**src/rtl/sprite_compositor.sv**
```systemverilog
// sprite_compositor: merges N sprite pixel streams by fixed priority. Black is
// treated as transparent. The block delays hsync/vsync/blank to line up with
// the sprite pipeline and forces black while blanked. Layers selected by a
// per-frame mask blink with a half-period counted in frames.
module sprite_compositor #(
    parameter int          N_LAYERS     = 4,
    parameter int          PIPE_DELAY   = 2,
    parameter logic [23:0] BG_COLOR     = 24'h000000,
    parameter int          BLINK_FRAMES = 30
) (
    input  logic                    pixel_clk,
    input  logic                    reset,
    input  logic                    hsync_in,
    input  logic                    vsync_in,
    input  logic                    blank_in,
    input  logic [24*N_LAYERS-1:0]  layer_pixels,
    input  logic [N_LAYERS-1:0]     blink_mask,
    output logic [23:0]             pixel_out,
    output logic                    hsync_out,
    output logic                    vsync_out,
    output logic                    blank_out,
    output logic                    blink_phase
);

    // The frame counter must hold BLINK_FRAMES-1 and is never narrower than one bit.
    localparam int              CNT_W    = (BLINK_FRAMES > 1) ? $clog2(BLINK_FRAMES) : 1;
    localparam logic [CNT_W-1:0] CNT_LAST = CNT_W'(BLINK_FRAMES - 1);

    // ------------------------------------------------------------------
    // Timing delay line. Stage i holds the input delayed by i+1 cycles.
    // The last stage drives the outputs directly, so the outputs lag the
    // inputs by PIPE_DELAY+1 cycles and line up with the registered pixel.
    // ------------------------------------------------------------------
    logic [PIPE_DELAY:0] hsync_line;
    logic [PIPE_DELAY:0] vsync_line;
    logic [PIPE_DELAY:0] blank_line;
    logic [PIPE_DELAY:0] hsync_next;
    logic [PIPE_DELAY:0] vsync_next;
    logic [PIPE_DELAY:0] blank_next;
    logic                blank_d;

    // With no sprite latency the line is a single register, and the blank
    // that matches the incoming pixels is blank_in itself.
    generate
        if (PIPE_DELAY == 0) begin : g_no_delay
            assign hsync_next = hsync_in;
            assign vsync_next = vsync_in;
            assign blank_next = blank_in;
            assign blank_d    = blank_in;
        end else begin : g_delay
            assign hsync_next = {hsync_line[PIPE_DELAY-1:0], hsync_in};
            assign vsync_next = {vsync_line[PIPE_DELAY-1:0], vsync_in};
            assign blank_next = {blank_line[PIPE_DELAY-1:0], blank_in};
            assign blank_d    = blank_line[PIPE_DELAY-1];
        end
    endgenerate

    // Shift the timing signals along. Reset fills the line with the idle or
    // blanked level, so the outputs read as blanked until the line refills.
    always_ff @(posedge pixel_clk or posedge reset) begin
        if (reset) begin
            hsync_line <= '1;
            vsync_line <= '1;
            blank_line <= '1;
        end else begin
            // NOTE: sequential state uses non-blocking assignments so that every stage samples its pre-edge neighbour.
            hsync_line <= hsync_next;
            vsync_line <= vsync_next;
            blank_line <= blank_next;
        end
    end

    assign hsync_out = hsync_line[PIPE_DELAY];
    assign vsync_out = vsync_line[PIPE_DELAY];
    assign blank_out = blank_line[PIPE_DELAY];

    // ------------------------------------------------------------------
    // Frame detection and blink control. A frame starts on the falling edge
    // of the raw vsync_in. The blink mask is sampled only at that point, so
    // mid-frame mask changes cannot tear the image.
    // ------------------------------------------------------------------
    logic                vsync_prev;
    logic                frame_start;
    logic [CNT_W-1:0]    frame_cnt;
    logic [N_LAYERS-1:0] mask_shadow;

    assign frame_start = vsync_prev & ~vsync_in;

    // Count frames and toggle the blink phase once per BLINK_FRAMES frame starts.
    always_ff @(posedge pixel_clk or posedge reset) begin
        if (reset) begin
            vsync_prev  <= 1'b1;
            frame_cnt   <= '0;
            blink_phase <= 1'b0;
            mask_shadow <= '0;
        end else begin
            vsync_prev <= vsync_in;
            if (frame_start) begin
                mask_shadow <= blink_mask;
                if (frame_cnt == CNT_LAST) begin
                    frame_cnt   <= '0;
                    blink_phase <= ~blink_phase;
                end else begin
                    frame_cnt <= frame_cnt + CNT_W'(1);
                end
            end
        end
    end

    // ------------------------------------------------------------------
    // Composition. A layer is opaque when it is non-black and is not hidden
    // by the blink. The lowest-index opaque layer wins, and blanking
    // overrides everything.
    // ------------------------------------------------------------------
    logic [N_LAYERS-1:0] opaque;
    logic [23:0]         sel_pixel;

    // Find which layers are opaque and pick the highest-priority one.
    always_comb begin
        // NOTE: every variable written here gets a default first, so no path leaves it holding its old value and no latch is inferred.
        opaque    = '0;
        sel_pixel = BG_COLOR;
        for (int k = 0; k < N_LAYERS; k++) begin
            opaque[k] = (layer_pixels[24*k +: 24] != 24'h000000) &&
                        !(blink_phase && mask_shadow[k]);
        end
        // Walk from the lowest priority to the highest, so the last match is
        // the lowest-index opaque layer.
        for (int k = N_LAYERS - 1; k >= 0; k--) begin
            if (opaque[k]) begin
                sel_pixel = layer_pixels[24*k +: 24];
            end
        end
        if (blank_d) begin
            sel_pixel = 24'h000000;
        end
    end

    // Register the composited pixel, one cycle after layer_pixels.
    always_ff @(posedge pixel_clk or posedge reset) begin
        if (reset) begin
            pixel_out <= 24'h000000;
        end else begin
            pixel_out <= sel_pixel;
        end
    end

endmodule

```
**config.mk**
```make
export PLATFORM = sky130hd
export DESIGN_NAME = sprite_compositor
export DESIGN_NICKNAME = d
export VERILOG_FILES = /design/src/rtl/sprite_compositor.sv
export SDC_FILE = /design/constraint.sdc
export NUM_CORES = 1
export LEC_CHECK = 0
export ABC_AREA = 0
export CAP_MARGIN = 20
export CORE_MARGIN = 2
export CORE_UTILIZATION = 30
export CTS_BUF_LIST = sky130_fd_sc_hd__clkbuf_16
export CTS_CLUSTER_DIAMETER = 120
export DETAILED_ROUTE_END_ITERATION = 6
export HOLD_SLACK_MARGIN = 0.15
export PLACE_DENSITY_LB_ADDON = 0.15
export SLEW_MARGIN = 20
export SYNTH_ARGS = -nofsm -noshare
export SYNTH_HDL_FRONTEND = slang
export SYNTH_SLANG_ARGS = --single-unit
export TNS_END_PERCENT = 10
```
**constraint.sdc**
```tcl
create_clock -name pixel_clk -period 5.9 [get_ports pixel_clk]
set_clock_uncertainty 0.2 [all_clocks]
set_input_delay 0.885 -clock pixel_clk [delete_from_list [all_inputs] [get_ports pixel_clk]]
set_output_delay 0.885 -clock pixel_clk [all_outputs]
set_load 0.02 [all_outputs]
```
## Word level (Yosys, flattened, before mapping)

Cells that the tools add are included.

| word-level totals | value |
|---|---|
| register bits | 44 |
| bits of input ports | 105 |
| logic and storage cells | 36 |

| cells by class | value |
|---|---|
| add/subtract/negate cells | 1 |
| equal/unequal tests | 1 |
| multiplexer cells | 6 |
| bitwise gates (word level) | 3 |
| reduce and logical (&&, ||, !) cells | 17 |

Operators by type and width:

| kind | number |
|---|---|
| 24-bit 2-to-1 mux | 5 |
| 24-bit nonzero test | 4 |
| 1-bit logical AND | 8 |
| 5-bit by 1-bit adder with 5-bit output, second input constant | 1 |
| 5-bit equality test, second input constant | 1 |
| 5-bit 2-to-1 mux | 1 |
| 1-bit zero test | 4 |
| 1-bit NOT | 2 |
| 2-bit AND reduction | 1 |
| 1-bit bitwise AND | 1 |

## Longest topological paths before layout

Gate-level depths: netlist (run 1).

| depth | value |
|---|---|
| word-level depth | 8 |
| gate-level depth with buffers | 8 |
| gate-level depth less buffers | 7 |

## Worst setup path after synthesis (run 1)

Ideal clock, no wire load.

| path | value |
|---|---|
| path kind | input -> register |
| start | in layer_pixels[27] |
| end | reg pixel_out[12] |
| library setup time | 136 ps |
| arrival | 2155 ps |
| setup slack | 3408 ps |
| stages on the path | 6 |
| buffers on the path | 1 |
| path through | nor4_1 -> a21boi_4 -> buf_2 -> a221o_1 -> o221ai_1 -> a21oi_1 |

| on the way | value |
|---|---|
| cells in the longest elaborated chain, start to end | 5 |

RTL lines:

| element | RTL line | text |
|---|---|---|
| from (decl) | 16 | `input logic [24*N_LAYERS-1:0] layer_pixels,` |
| 24-bit nonzero test | 124 | `opaque[k] = (layer_pixels[24*k +: 24] != 24'h000000) &&` |
| 1-bit logical AND | 124 |  |
| 24-bit 2-to-1 mux (2 in series) | 130 | `if (opaque[k]) begin` |
| 24-bit 2-to-1 mux | 134 | `if (blank_d) begin` |
| net sel_pixel[12] | 116 | `logic [23:0] sel_pixel;` |
| to (signal assigned) | 144 | `pixel_out <= sel_pixel;` |
| to (decl) | 18 | `output logic [23:0] pixel_out,` |

The timed path passes the listed nets, and every way through them passes these cells.
A chain may end at the register's enable or synchronous reset.

## Worst setup path after layout (run 1)

| path | value |
|---|---|
| start | in layer_pixels[42] |
| end | reg pixel_out[6] |

The elaborated chain is that of the path after synthesis.

==> results of run 1 <==
power by group through the flow:
stage	registers [mW]	clock network, mW	logic, mW
3_5_place_dp	0.385	0	0.380
6_report	0.379	0.268	0.383
4_1_cts	0.380	0.277	0.381
2_1_floorplan	0.403	0	0.180
5_1_grt	0.388	0.289	0.415
3_3_place_gp	0.385	0	0.374
state kept, by name, summed over array words and instances, names as in the netlist:
register,count
blink_phase,1
blank_line,3
vsync_line,3
pixel_out,24
frame_cnt,5
mask_shadow,4
hsync_line,3
synth_stat cells (2+ instances only):
master | instances | area, µm²
dfrtp_1 | 34 | 851
dfstp_2 | 9 | 236
o221ai_1 | 18 | 158
inv_1 | 2 | 7.51
nor4_4 | 6 | 128
nor3_1 | 4 | 20.0
nand3_1 | 2 | 10.0
o21ai_1 | 10 | 50.1
nand2_1 | 45 | 169
nor2_1 | 11 | 41.3
mux2_2 | 4 | 45.0
nand4_1 | 20 | 125
buf_2 | 6 | 30.0
o32ai_1 | 6 | 52.6
ha_1 | 2 | 25.0
clkbuf_1 | 16 | 60.1
o31ai_1 | 3 | 22.5
nor2b_1 | 6 | 37.5
nor4_1 | 12 | 75.1
a221o_1 | 16 | 160
a221oi_1 | 8 | 70.1
a21oi_1 | 17 | 85.1
o21ai_0 | 17 | 85.1
logic make-up (layout without fill, tap and decap cells):
group,Yosys count,in the layout
adder cells (fa/ha/maj),2,2
multiplexers,4,4
buffers and inverters,26,143
AND/OR/NAND/NOR,112,112
flip-flops,43,43
XOR/XNOR,1,1
AO/OA/AOI/OAI,100,100
cell type report:
class	instances	area share [%]
well taps	108	3.21
clock inverters	3	0.386
repair buffers	133	31.6
multi-input cells	219	35.9
clock buffers	5	2.97
flip-flops and latches	43	25.8
inverters	2	0.178
worst max-delay path, cell delays in order:
cell             delay, ns
clkdlybuf4s50_1       0.47
nor4_4                0.39
nand4_4               0.34
a21oi_4               0.56
nand3_1               0.37
o32ai_1               0.25
routing by layer:
layer | wire (µm) | vias up
li1 | - | 1370
met1 | 4320 | 1405
met2 | 4760 | 102
met3 | 724 | 4
met4 | 61 | 0
met5 | 0 | -
final timing paths:
check	to	slack, ns	depth (start not counted)
worst max-delay path	pixel_out[6]	2.60	6
worst min-delay path	blank_line[1]	0.16	0
worst max register to register	pixel_out[6]	3.17	5
worst min register to register	blank_line[1]	0.16	0
max in group asynchronous	vsync_line[1]	4.28	3
min in group asynchronous	pixel_out[5]	0.85	3
==> metrics.cfg, run 1 <==
[die]
io_pins=133
rows=34
core_area_um2=8720
die_w_um=98.9
start_util_pct=31.0
die_area_um2=9780
die_h_um=98.9

[worst_setup_path]
crit_path_start_kind=primary input
setup.worst_path.start=layer_pixels[42]
path_max_fanout=19
path_class=primary input to register
worstPathArrival_ns=3.27
timing.rr.start=blink_phase
required_ns=5.87
critPathCaptureType=register

[clocking]
cts_buffer_depth=2
post_cts_buffers=0
worstSkewPairLatency_ns=0.28
cts-resized-gates=0
cts_root_buffer=clkbuf_16
cts_made_buffers=5
cts_tree=built
htreeDepth=2
ctsHoldBuffers=0
cts.sinks=43
clk_pin_slew_ns=0.06

[timing]
period_needed_ns=3.30
hold_viol_final=0
layout_setup_ws_ns=2.60
finalCritPeriodShare_pct=55.9
worst_slew_margin_rel_pct=36.6
clock.fmax_ghz=0.303
holdWs_ns=0.156
drv_slew=0
finalSetupTns_ns=0
rsz0062_at_grt=no
worst_pin_slew_ns=0.944
setup_viol=0

[place]
placed_area_um2=4060
dp_hpwl_um=7640
gp_congestion=0.871
post-place-ws_ns=2.24
place_inst=505
io_buffers=132

[logic_synthesis]
ys_seq_area_share_pct=40.3
synth_xor_xnor_area_share_pct=0.324
synth_compound_gate_area_share_pct=28.1
synthAdderAreaFrac_pct=0.927
ys.flop_type=dfrtp_1
netlist_instances=288
synth_top_family_by_area=compound AO/OA/AOI/OAI gates
yosys_warnings=0
ys_ff_latch=43
syn-cell-area_um2=2700
synth_mux_area_share_pct=1.67
yosysUniqueCellTypes=37
synth_simple_gate_area_share_pct=24.5
synth.avg_cell_area_um2=9.38
synth_edf_count=0
async_reset_ff_share_pct=100
synth_nets=395

[finish]
drive_gt1_share_pct=8.15
fin_nets=511
final_util_pct=48.3
fillCellCount=828
fin_area_um2=4210
layout_common_cells=132 x clkdlybuf4s50_1, 45 x nand2_1, 34 x dfrtp_1
area_growth_syn_to_layout_pct=56.0
regArea_um2=1090
layout_commonest_cell=clkdlybuf4s50_1
antenna_cells=0
multi_input_area_um2=1510
final-instance-count-excl-fill=513

[status]
outcome=finished clean

[pwr]
leakagePower_nw=1.45
clkPwrFrac_pct=26.0
vdd_drop_max_uv=129
power.density_nw_per_um2=245
switchingPower_mw=0.362
comb_power_share_pct=37.2
p_int_mw=0.668
swShare_pct=35.1
finalPower_mw=1.03
seq_power_share_pct=36.8

[global_route]
use_met3_pct=4.47
met1_usage_pct=29.0
grt_pass1_vias=2772
antenna_found_initial=0
grt.overflow.total=0
grt_use_total_pct=20.1
grt_pass1_wl_um=15400
top_usage_layer=met2
use_met2_pct=31.3
grt_start_max_net_pins=44

[hold_path]
hold_start=blank_line[0]
hold_class=register to register

[route]
vias=2881
drtAntennaViolNets=0
post_drt_wl_per_cell_um=19.2
viasPerCell=5.62
drt_iter0_markers=212
remaining_drc_errors=0
routed_wl_um=9870
firstDrtPassIters=4

[job]
drv_cap=0

Note: power is estimated with default switching activity, not from simulation.
==> inputs of run 2 (changes only) <==
clock period = 2.7 ns   (was 5.9 ns; I/O delays follow)
==> metrics.cfg, run 2 (synthesis gave the netlist of run 1 again) <==
[status]
outcome=finished clean

[worst_setup_path]
required_ns=2.64  ; -3.23 ns
path_max_fanout=11  ; -8
critPathTopFamily=buffers and inverters
critPathCaptureType=register
worstPathBufferInverterCount=2  ; +1
worstPathArrival_ns=2.37  ; -0.90 ns
setup.worst_path.start=layer_pixels[26]
path_class=primary input to register
max_stage_delay_ns=0.48  ; -0.08 ns
rr_worst_depth=5  ; unchanged
path_cells=clkdlybuf4s50_1 > nor4_4 > nand4_4 > buf_4 > a221o_1 > o221ai_1 > a21oi_1
timing.rr.start=blink_phase
crit_slowest_cell=clkdlybuf4s50_1
rrSetupSlack_ns=0.42  ; -2.75 ns
crit_path_start_kind=primary input
r2r_end=pixel_out[3]

[clocking]
worstSkewPairLatency_ns=0.28  ; about the same
cts.sinks=43  ; unchanged
cts-resized-gates=0  ; unchanged
cts_made_buffers=5  ; unchanged
cts_tree=built
cts_buffer_depth=2  ; unchanged
ctsHoldBuffers=0  ; unchanged
clk_pin_slew_ns=0.06  ; about the same
post_cts_buffers=0  ; unchanged
cts_root_buffer=clkbuf_16
htreeDepth=2  ; unchanged

[hold_path]
hold_start=hsync_line[0]
hold_class=register to register
holdPathStages=0  ; unchanged
holdPathEnd=hsync_line[1]

[finish]
largest_registers=pixel_out: 24 flops, frame_cnt: 5 flops, mask_shadow: 4 flops
drive_gt1_share_pct=11.2  ; +3.1 points
fin_nets=525  ; +2.7%
final-instance-count-excl-fill=527  ; +2.7%
antenna_cells=0  ; unchanged
largest_register=pixel_out
layout_common_cells=132 x clkdlybuf4s50_1, 45 x nand2_1, 34 x dfrtp_1
layout_commonest_cell=clkdlybuf4s50_1
largest_register_ff_count=24  ; unchanged
area_growth_syn_to_layout_pct=61.0

[global_route]
grt_start_max_net_pins=32  ; -27%
grt_pass1_wl_um=14900  ; -3.3%
grt_pass1_vias=2846  ; +2.7%
grt.overflow.total=0  ; unchanged
antenna_found_initial=0  ; unchanged
grt_use_total_pct=19.3  ; -0.83 points

[timing]
clock.fmax_ghz=0.413
worst_pin_slew_ns=0.705  ; -0.240 ns
period_needed_ns=2.42
rsz0062_at_grt=no
hold_viol_final=0  ; unchanged
layout_setup_ws_ns=0.277  ; -2.33 ns
finalCritPeriodShare_pct=89.8
setup_viol=0  ; unchanged
holdWs_ns=0.155  ; -0.00148 ns
drv_slew=0  ; unchanged
worst_slew_margin_rel_pct=52.9  ; +16 points

[die]
die_h_um=98.9  ; unchanged
rows=34  ; unchanged
die_w_um=98.9  ; unchanged
start_util_pct=31.0  ; unchanged
core_area_um2=8720  ; unchanged
die_area_um2=9780  ; unchanged
io_pins=133  ; unchanged

[route]
viasPerCell=5.53  ; -1.5%
vias=2915  ; +1.2%
drt_iter0_markers=266  ; +25%
post_drt_wl_per_cell_um=18.1  ; -5.8%
remaining_drc_errors=0  ; unchanged
routed_wl_um=9550  ; -3.2%
firstDrtPassIters=4  ; unchanged
drtAntennaViolNets=0  ; unchanged

[place]
post-place-ws_ns=-0.0105  ; -2.25 ns
gp_congestion=0.965  ; +11%
dp_hpwl_um=7530  ; -1.4%
place_inst=519  ; +2.8%
io_buffers=132  ; unchanged

[pwr]
vdd_drop_max_uv=266  ; +110%
leakagePower_nw=1.53  ; +5.2%
power.density_nw_per_um2=530  ; +120%

[job]
drv_cap=0  ; unchanged

## run 2: changes by cell type in the layout (fill, tap and decap cells not counted), sizes merged
cell | previous run | this run
buf | 1 | 15
## run 2: where the power goes
part	total [mW]	internal [mW]	switching (mW)
registers	0.828	0.748	0.0798
logic	0.880	0.413	0.467
clock network	0.594	0.338	0.256
## run 2: worst max path at each step
stage / to / depth (start not counted)
after floorplan: pixel_out[12] / 6
after global placement: pixel_out[17] / 7
after detailed placement: pixel_out[17] / 7
after CTS: pixel_out[17] / 7
after global routing: pixel_out[17] / 7
final: pixel_out[17] / 7
## run 2: layer usage
metal  up-vias  global-route usage, %  wire, µm
met3        21                   4.04       688
met5         -                      0         0
met4         0                   6.32       234
met2       132                   30.1      4530
met1      1358                   26.6      4090
li1       1404                      -         -
## run 2: final cells by class
cell class	count	area (µm²)
clock inverter	3	16.3
sequential	43	1090
timing repair buffer	147	1470
inverter	2	7.51
tap	108	135
multi-input combinational	219	1500
clock buffer	5	125
fill	828	4370
## run 2: per-stage QoR
step                TNS [ns]  util (%)  area (µm²)  power, mW
detailed placement   -0.0105      48.2        4210       1.71
CTS                        0      49.8        4350       2.31
finish                     0      49.8        4350       2.30
global placement           0      48.2        4210       1.70
global route               0      49.8        4350       2.43
floorplan                  0         -        2700       1.27
